**src/rtl/image_mean_filter_3x3.sv**
```systemverilog
// Streaming 3x3 box filter for 24-bit RGB: horizontal 3-tap window over pre-summed columns, zero-padded left/right borders.
// Optional `MEAN_FILTER_ROUND_EN selects round-to-nearest instead of truncating division by 9.
module image_mean_filter_3x3 (
   input  logic        clk,
   input  logic        reset,
   input  logic [10:0] img_width,
   input  logic [9:0]  img_height,
   input  logic        valid_i,
   input  logic [23:0] prev_line_data_i,
   input  logic [23:0] cur_line_data_i,
   input  logic [23:0] next_line_data_i,
   output logic        valid_o,
   output logic [23:0] img_data_o,
   output logic        eof_o
);

   typedef logic [2:0][9:0]  col_t;
   typedef logic [2:0][11:0] tot_t;
   typedef logic [2:0][7:0]  pix_t;

   localparam logic [23:0] RECIP_9 = 24'd7282;
`ifdef MEAN_FILTER_ROUND_EN
   localparam logic [11:0] ROUND_BIAS = 12'd4;
`else
   localparam logic [11:0] ROUND_BIAS = 12'd0;
`endif

   logic [10:0] x_q, x_d;
   logic [9:0]  y_q, y_d;

   logic s1_valid_q, s1_valid_d;
   col_t s1_sum_q, s1_sum_d;
   logic s1_first_q, s1_first_d;
   logic s1_second_q, s1_second_d;
   logic s1_last_q, s1_last_d;
   logic s1_last_line_q, s1_last_line_d;

   col_t h1_q, h1_d;
   col_t h2_q, h2_d;
   logic flush_q, flush_d;
   logic flush_eof_q, flush_eof_d;
   logic flush_left_zero_q, flush_left_zero_d;

   logic win_valid_q, win_valid_d;
   col_t win_l_q, win_l_d;
   col_t win_c_q, win_c_d;
   col_t win_r_q, win_r_d;
   logic win_eof_q, win_eof_d;

   logic tot_valid_q, tot_valid_d;
   tot_t tot_q, tot_d;
   logic tot_eof_q, tot_eof_d;

   logic quo_valid_q, quo_valid_d;
   pix_t quo_q, quo_d;
   logic quo_eof_q, quo_eof_d;

   logic out_valid_q, out_valid_d;
   pix_t out_data_q, out_data_d;
   logic out_eof_q, out_eof_d;

   always_comb begin
      x_d = x_q;
      y_d = y_q;
      if (valid_i) begin
         if (x_q >= img_width - 11'd1) begin
            x_d = '0;
            if (y_q >= img_height - 10'd1) begin
               y_d = '0;
            end else begin
               y_d = y_q + 10'd1;
            end
         end else begin
            x_d = x_q + 11'd1;
         end
      end
   end

   // Column position is reduced to the few border flags the window stage needs.
   always_comb begin
      s1_valid_d     = valid_i;
      s1_sum_d       = s1_sum_q;
      s1_first_d     = s1_first_q;
      s1_second_d    = s1_second_q;
      s1_last_d      = s1_last_q;
      s1_last_line_d = s1_last_line_q;
      if (valid_i) begin
         for (int ch = 0; ch < 3; ch++) begin
            s1_sum_d[ch] = 10'(prev_line_data_i[ch*8 +: 8])
                         + 10'(cur_line_data_i[ch*8 +: 8])
                         + 10'(next_line_data_i[ch*8 +: 8]);
         end
         s1_first_d     = (x_q == 11'd0);
         s1_second_d    = (x_q == 11'd1);
         s1_last_d      = (x_q >= img_width - 11'd1);
         s1_last_line_d = (y_q >= img_height - 10'd1);
      end
   end

   // A new column x+1 releases the window centred on x; the line's last column is released by the flush one cycle later.
   always_comb begin
      h1_d              = h1_q;
      h2_d              = h2_q;
      flush_d           = s1_valid_q && s1_last_q;
      flush_eof_d       = s1_valid_q && s1_last_q && s1_last_line_q;
      flush_left_zero_d = s1_first_q;
      win_valid_d       = 1'b0;
      win_l_d           = win_l_q;
      win_c_d           = win_c_q;
      win_r_d           = win_r_q;
      win_eof_d         = 1'b0;
      if (s1_valid_q) begin
         h1_d = s1_sum_q;
         h2_d = h1_q;
      end
      if (flush_q) begin
         win_valid_d = 1'b1;
         win_l_d     = flush_left_zero_q ? '0 : h2_q;
         win_c_d     = h1_q;
         win_r_d     = '0;
         win_eof_d   = flush_eof_q;
      end else if (s1_valid_q && !s1_first_q) begin
         win_valid_d = 1'b1;
         win_l_d     = s1_second_q ? '0 : h2_q;
         win_c_d     = h1_q;
         win_r_d     = s1_sum_q;
      end
   end

   always_comb begin
      tot_valid_d = win_valid_q;
      tot_eof_d   = win_eof_q;
      tot_d       = tot_q;
      if (win_valid_q) begin
         for (int ch = 0; ch < 3; ch++) begin
            tot_d[ch] = 12'(win_l_q[ch]) + 12'(win_c_q[ch]) + 12'(win_r_q[ch]);
         end
      end
   end

   // Reciprocal multiply is exact floor(t/9) up to t=2299, which covers the biased maximum.
   always_comb begin
      quo_valid_d = tot_valid_q;
      quo_eof_d   = tot_eof_q;
      quo_d       = quo_q;
      if (tot_valid_q) begin
         for (int ch = 0; ch < 3; ch++) begin
            quo_d[ch] = 8'(({12'd0, tot_q[ch] + ROUND_BIAS} * RECIP_9) >> 16);
         end
      end
   end

   always_comb begin
      out_valid_d = quo_valid_q;
      out_eof_d   = quo_valid_q && quo_eof_q;
      out_data_d  = quo_valid_q ? quo_q : out_data_q;
   end

   always_ff @(posedge clk or negedge reset) begin
      if (!reset) begin
         x_q               <= '0;
         y_q               <= '0;
         s1_valid_q        <= 1'b0;
         s1_sum_q          <= '0;
         s1_first_q        <= 1'b0;
         s1_second_q       <= 1'b0;
         s1_last_q         <= 1'b0;
         s1_last_line_q    <= 1'b0;
         h1_q              <= '0;
         h2_q              <= '0;
         flush_q           <= 1'b0;
         flush_eof_q       <= 1'b0;
         flush_left_zero_q <= 1'b0;
         win_valid_q       <= 1'b0;
         win_l_q           <= '0;
         win_c_q           <= '0;
         win_r_q           <= '0;
         win_eof_q         <= 1'b0;
         tot_valid_q       <= 1'b0;
         tot_q             <= '0;
         tot_eof_q         <= 1'b0;
         quo_valid_q       <= 1'b0;
         quo_q             <= '0;
         quo_eof_q         <= 1'b0;
         out_valid_q       <= 1'b0;
         out_data_q        <= '0;
         out_eof_q         <= 1'b0;
      end else begin
         x_q               <= x_d;
         y_q               <= y_d;
         s1_valid_q        <= s1_valid_d;
         s1_sum_q          <= s1_sum_d;
         s1_first_q        <= s1_first_d;
         s1_second_q       <= s1_second_d;
         s1_last_q         <= s1_last_d;
         s1_last_line_q    <= s1_last_line_d;
         h1_q              <= h1_d;
         h2_q              <= h2_d;
         flush_q           <= flush_d;
         flush_eof_q       <= flush_eof_d;
         flush_left_zero_q <= flush_left_zero_d;
         win_valid_q       <= win_valid_d;
         win_l_q           <= win_l_d;
         win_c_q           <= win_c_d;
         win_r_q           <= win_r_d;
         win_eof_q         <= win_eof_d;
         tot_valid_q       <= tot_valid_d;
         tot_q             <= tot_d;
         tot_eof_q         <= tot_eof_d;
         quo_valid_q       <= quo_valid_d;
         quo_q             <= quo_d;
         quo_eof_q         <= quo_eof_d;
         out_valid_q       <= out_valid_d;
         out_data_q        <= out_data_d;
         out_eof_q         <= out_eof_d;
      end
   end

   assign valid_o    = out_valid_q;
   assign img_data_o = out_data_q;
   assign eof_o      = out_eof_q;

endmodule
```
**config.mk**
```make
export PLATFORM = sky130hd
export DESIGN_NAME = image_mean_filter_3x3
export DESIGN_NICKNAME = d
export VERILOG_FILES = /design/src/rtl/image_mean_filter_3x3.sv
export SDC_FILE = /design/constraint.sdc
export NUM_CORES = 1
export LEC_CHECK = 0
export BUFFER_PORTS_ARGS = -buffer_cell sky130_fd_sc_hd__buf_2
export CAP_MARGIN = 15
export CORE_AREA = 4 4 221 223
export DETAILED_ROUTE_END_ITERATION = 8
export DIE_AREA = 0 0 225 227
export PLACE_DENSITY_LB_ADDON = 0.12
export SYNTH_ARGS = -nofsm -noshare
export SYNTH_HDL_FRONTEND = slang
export SYNTH_SLANG_ARGS = --single-unit
```
**constraint.sdc**
```tcl
create_clock -name clk -period 10.33 [get_ports clk]
set_input_delay 0.5165 -clock clk [delete_from_list [all_inputs] [get_ports clk]]
set_output_delay 0.5165 -clock clk [all_outputs]
set_load 0.05 [all_outputs]
```
# After elaboration in Yosys (flattened, before gate mapping)
# Cells that the tools add are included.
# totals
inputBits	96
out_inout_bits	26
reg_bits	301
# op_classes
reduce_logical	8
n_mux	13
addsub	16
magnitude_cmp	2
eq_ne	1
n_mul	3
# op_table
cell	count
30-bit two-way mux	8
12-bit by 12-bit multiplier with 23-bit output (second input constant)	3
11-bit by 10-bit adder with 12-bit output	3
10-bit by 10-bit adder with 11-bit output	3
9-bit by 8-bit adder with 10-bit output	3
8-bit by 8-bit adder with 9-bit output	3
11-bit by 1-bit adder with 11-bit output (second input constant)	1
11-bit by 1-bit == test with 1-bit output (second input constant)	1
11-bit greater-or-equal comparator	1
11-bit logical NOT	1
11-bit two-way mux	1
11-bit by 1-bit subtractor with 11-bit output (second input constant)	1
10-bit by 1-bit adder with 10-bit output (second input constant)	1
10-bit greater-or-equal comparator	1
10-bit two-way mux	1
10-bit by 1-bit subtractor with 10-bit output (second input constant)	1
1-bit logical AND	4
1-bit two-way mux	3
2-bit AND reduction	1
2-bit nonzero test	1
1-bit logical NOT	1

# Longest topological paths before layout
# depth
depth_word	4
depth_mapped	20
mapped_depth_nobuf	20

# Worst setup path before layout
# No wires, ideal clock.
# synth_timing
kind	reg-to-reg
from	register tot_q[1] (netlist bit)
to	register quo_q[7] (netlist bit)
t_arrival_ns	4.766
t_required_ns	10.205
stages_incl_launch_ff	21
path_slack_ns	5.439
cell_sequence	dfrtp_1 > inv_1 > fa_1 > inv_1 > ha_1 > inv_1 > fa_1 > inv_1 > fa_1 > inv_1 > fa_1 > inv_1 > ha_1 > nand3_1 > a21oi_1 > a221oi_2 > o21ai_2 > o41a_4 > a311oi_2 > xnor2_1 > mux2_4
# synth_between
elab_chain_len	1
# synth_rtl
element	line_no	rtl
from (decl)	51	tot_t tot_q, tot_d;
from (signal assigned)	208	tot_q <= tot_d;
12-bit by 12-bit multiplier with 23-bit output	148	quo_d[ch] = 8'(({12'd0, tot_q[ch] + ROUND_BIAS} * RECIP_9) >> 16);
to (signal assigned)	211	quo_q <= quo_d;
to (decl)	55	pix_t quo_q, quo_d;
# No other way between the ends.
# A chain may end at the register's enable or synchronous reset.

# Worst setup path in the final report
# layout_timing
from	register tot_q[19] (netlist bit)
to	register quo_q[11] (netlist bit)
# Same word-level chain as after synthesis.

==> flow_summary_export.csv <==
group,metric,value,unit
placed_design,place_inst,2553,
clocking,cts.clk_slew.worst_paths,0.06,ns
setup_path,r2r-start,"tot_q[19]$_DFFE_PN0P_",
floorplan,dieArea,51100,µm²
route,dr.pass1.iters,5,
route,drc,0,
global_routing,grt_pass1_vias,14000,
floorplan,coreArea,46600,µm²
floorplan,rows,79,
setup_path,worstRegToRegCells,17,
placed_design,dp_hpwl,31200,µm
clocking,cts_root_buf,"clkbuf_16",
setup_path,crit_type,"register to register",
setup_path,cp_cell_sequence,"inv_1 -> fa_1 -> inv_1 -> ha_1 -> ha_1 -> inv_1 -> fa_1 -> fa_1 -> inv_1 -> ha_1 -> a211o_1 -> a211o_1 -> a221oi_1 -> a21oi_1 -> a31oi_1 -> xnor2_1 -> mux2_2",
setup_path,cp.required,10.76,ns
synthesis,synth_edf_count,0,
synthesis,yosysSeqAreaShare,36.0,%
sta,worst_pin_slew,1.03,ns
layout,drive_gt1_share,17.5,%
setup_path,crit_path_start_kind,"register",
min_path,hold_class,"input pin to async pin",
setup_path,cp_data_arrival_time,5.63,ns
synthesis,syn_nets,2381,
route,ant_nets,0,
clocking,cts_buffers,36,
sta,slew_viol_final,0,
global_routing,grt_max_degree,102,
clocking,clk-insertion-delay-late,0.55,ns
clocking,hold_buffers,0,
sta,fmax,192,MHz
sta,final-hold-violation-count,0,
route,drt-total-wl,41000,µm
layout,syn_to_final_growth,11.9,%
clocking,post-cts-setup-buffers,0,
route,via_count,13200,
layout,fill_cells,4220,
synthesis,synth-async-reset-ratio,100,%
run_status,status,"finished, final reports clean",
global_routing,grt_first_pass_wirelength,70300,µm
sta,setup_viol,0,
route,wl_per_cell,15.7,µm
setup_path,end_kind,"register",
sta,hold_ws,0.0123,ns
synthesis,syn_avg_cell_area,11.2,µm²
synthesis,yosys_most_used_dff,"dfrtp_1",
sta,relSlewSlack,31.6,%
sta,fin_crit_sh,50.4,%
layout,multi_input_area,12300,µm²
clocking,cts_resized,0,
placed_design,globalplace.congestion,0.883,
layout,final_cells,2616,
layout,diodes,0,
setup_path,crit_fanout,4,
sta,finalSetupTns,0,ns
route,viasPerCell,5.06,
clocking,clockBufferDepth,3,
clocking,cts_sinks,301,
floorplan,die_w,225,µm
clocking,h-tree-depth,2,
synthesis,yosys_register_bits,301,
setup_path,cp_num_buf_inv,4,
global_routing,antenna_found_initial,0,
floorplan,start_util,45.0,%
setup_path,slowest_stage,"fa_1",
synthesis,postSynthCellCount,1864,
route,drt_iter0_markers,546,
setup_path,critical_path.top_delay_family,"adder cells",
clocking,cts_tree,"yes",
setup_path,cpPeakStageDelay,0.55,ns
synthesis,synth_area,20900,µm²
global_routing,grtUsageTotal,16.7,%
floorplan,die_y,227,µm
setup_path,rr_endpoint,"quo_q[11]$_DFFE_PN0P_",
layout,ff_latch_area,7530,µm²
synthesis,synth_cell_types,63,
synthesis,yosys_warnings,0,
setup_path,crit_top_cell,"inv_1",
floorplan,io_pins,122,
placed_design,io_buffer_count,121,
layout,nets,2501,
job,maxCapViolCount,0,
global_routing,grt-ovfl-total,0,
sta,rsz0062_at_grt,"no",
sta,finalWorstPathRequiredPeriod,5.20,ns
sta,clock_skew,0.0229,ns
setup_path,r2r_slack,5.13,ns
-- state kept, by name, indices dropped and copies added, names as in the netlist, 10 cells and up --
register,count
h1_q,30
x_q,11
h2_q,30
s1_sum_q,30
tot_q,36
win_c_q,30
y_q,10
quo_q,24
img_data_o,24
win_l_q,30
win_r_q,30
-- how the worst max path moves through the flow --
stage,from,to,slack (ns),depth (start not counted)
5_1_grt,tot_q[21]$_DFFE_PN0P_,quo_q[11]$_DFFE_PN0P_,4.78,19
6_report,tot_q[19]$_DFFE_PN0P_,quo_q[11]$_DFFE_PN0P_,5.13,17
3_5_place_dp,tot_q[18]$_DFFE_PN0P_,quo_q[11]$_DFFE_PN0P_,5.08,17
3_3_place_gp,tot_q[18]$_DFFE_PN0P_,quo_q[11]$_DFFE_PN0P_,5.18,17
2_1_floorplan,tot_q[1]$_DFFE_PN0P_,quo_q[7]$_DFFE_PN0P_,5.44,20
4_1_cts,tot_q[18]$_DFFE_PN0P_,quo_q[11]$_DFFE_PN0P_,5.07,17
-- cells by family after synthesis --
group	share of synthesized area (%)
mux	8.46
flops	36.0
simple gates	6.20
buf+inv	5.54
compound gates	9.65
fa+ha+maj	30.4
xor+xnor	3.76
-- routing by layer --
| metal | up-vias | track usage [%] | routed length, µm |
|---|---|---|---|
| li1 | 6555 | - | - |
| met1 | 6456 | 24.2 | 20200 |
| met2 | 171 | 26.7 | 18600 |
| met3 | 46 | 2.79 | 1490 |
| met4 | 0 | 3.66 | 658 |
| met5 | - | 0 | 0 |
-- cell type report --
type | count | share of cell area (%)
multi-input cells | 1254 | 52.4
flip-flops and latches | 301 | 32.1
clock buffers | 53 | 4.50
inverters | 260 | 4.16
well taps | 607 | 3.24
repair buffers | 131 | 2.95
clock inverters | 10 | 0.608
-- Yosys cell counts (46+ instances only) --
cell type	n	area, µm²
a21oi_1	88	440
clkbuf_1	49	184
dfrtp_1	301	7530
fa_1	147	2940
ha_1	274	3430
inv_1	258	968
mux2_2	148	1670
nand2_1	114	428
nor2_1	46	173
o21ai_0	67	335
xnor2_1	64	561
-- through the flow --
step,utilization (%),instance area (µm²),worst slack (ns)
2_1_floorplan,-,20900,5.44
3_3_place_gp,47.8,22200,5.18
3_5_place_dp,47.8,22200,5.08
4_1_cts,50.4,23400,5.07
5_1_grt,50.4,23400,4.78
6_report,50.4,23400,5.13
-- worst register-to-register path, cell delays in order (launching register included) --
cell	delay [ns]
dfrtp_1	0.42
inv_1	0.13
fa_1	0.50
inv_1	0.05
ha_1	0.33
ha_1	0.30
inv_1	0.05
fa_1	0.50
fa_1	0.55
inv_1	0.04
ha_1	0.30
a211o_1	0.28
a211o_1	0.28
a221oi_1	0.42
a21oi_1	0.24
a31oi_1	0.34
xnor2_1	0.11
mux2_2	0.26
-- cell usage in the layout, fill, tap and decap left out, types with 23 or more instances in the layout --
cell type,instances
nand2_1,114
fa_1,147
mux2_2,148
o21ai_0,67
inv_1,258
dfrtp_1,299
xnor2_1,64
ha_1,274
a21o_1,28
nor2_1,45
xor2_1,26
nand3_1,23
a21oi_1,88
a22o_1,28
buf_2,120
clkbuf_16,37
Power is not shown: default switching activity piles up to over one toggle a cycle in this logic, so the estimate is an artifact.
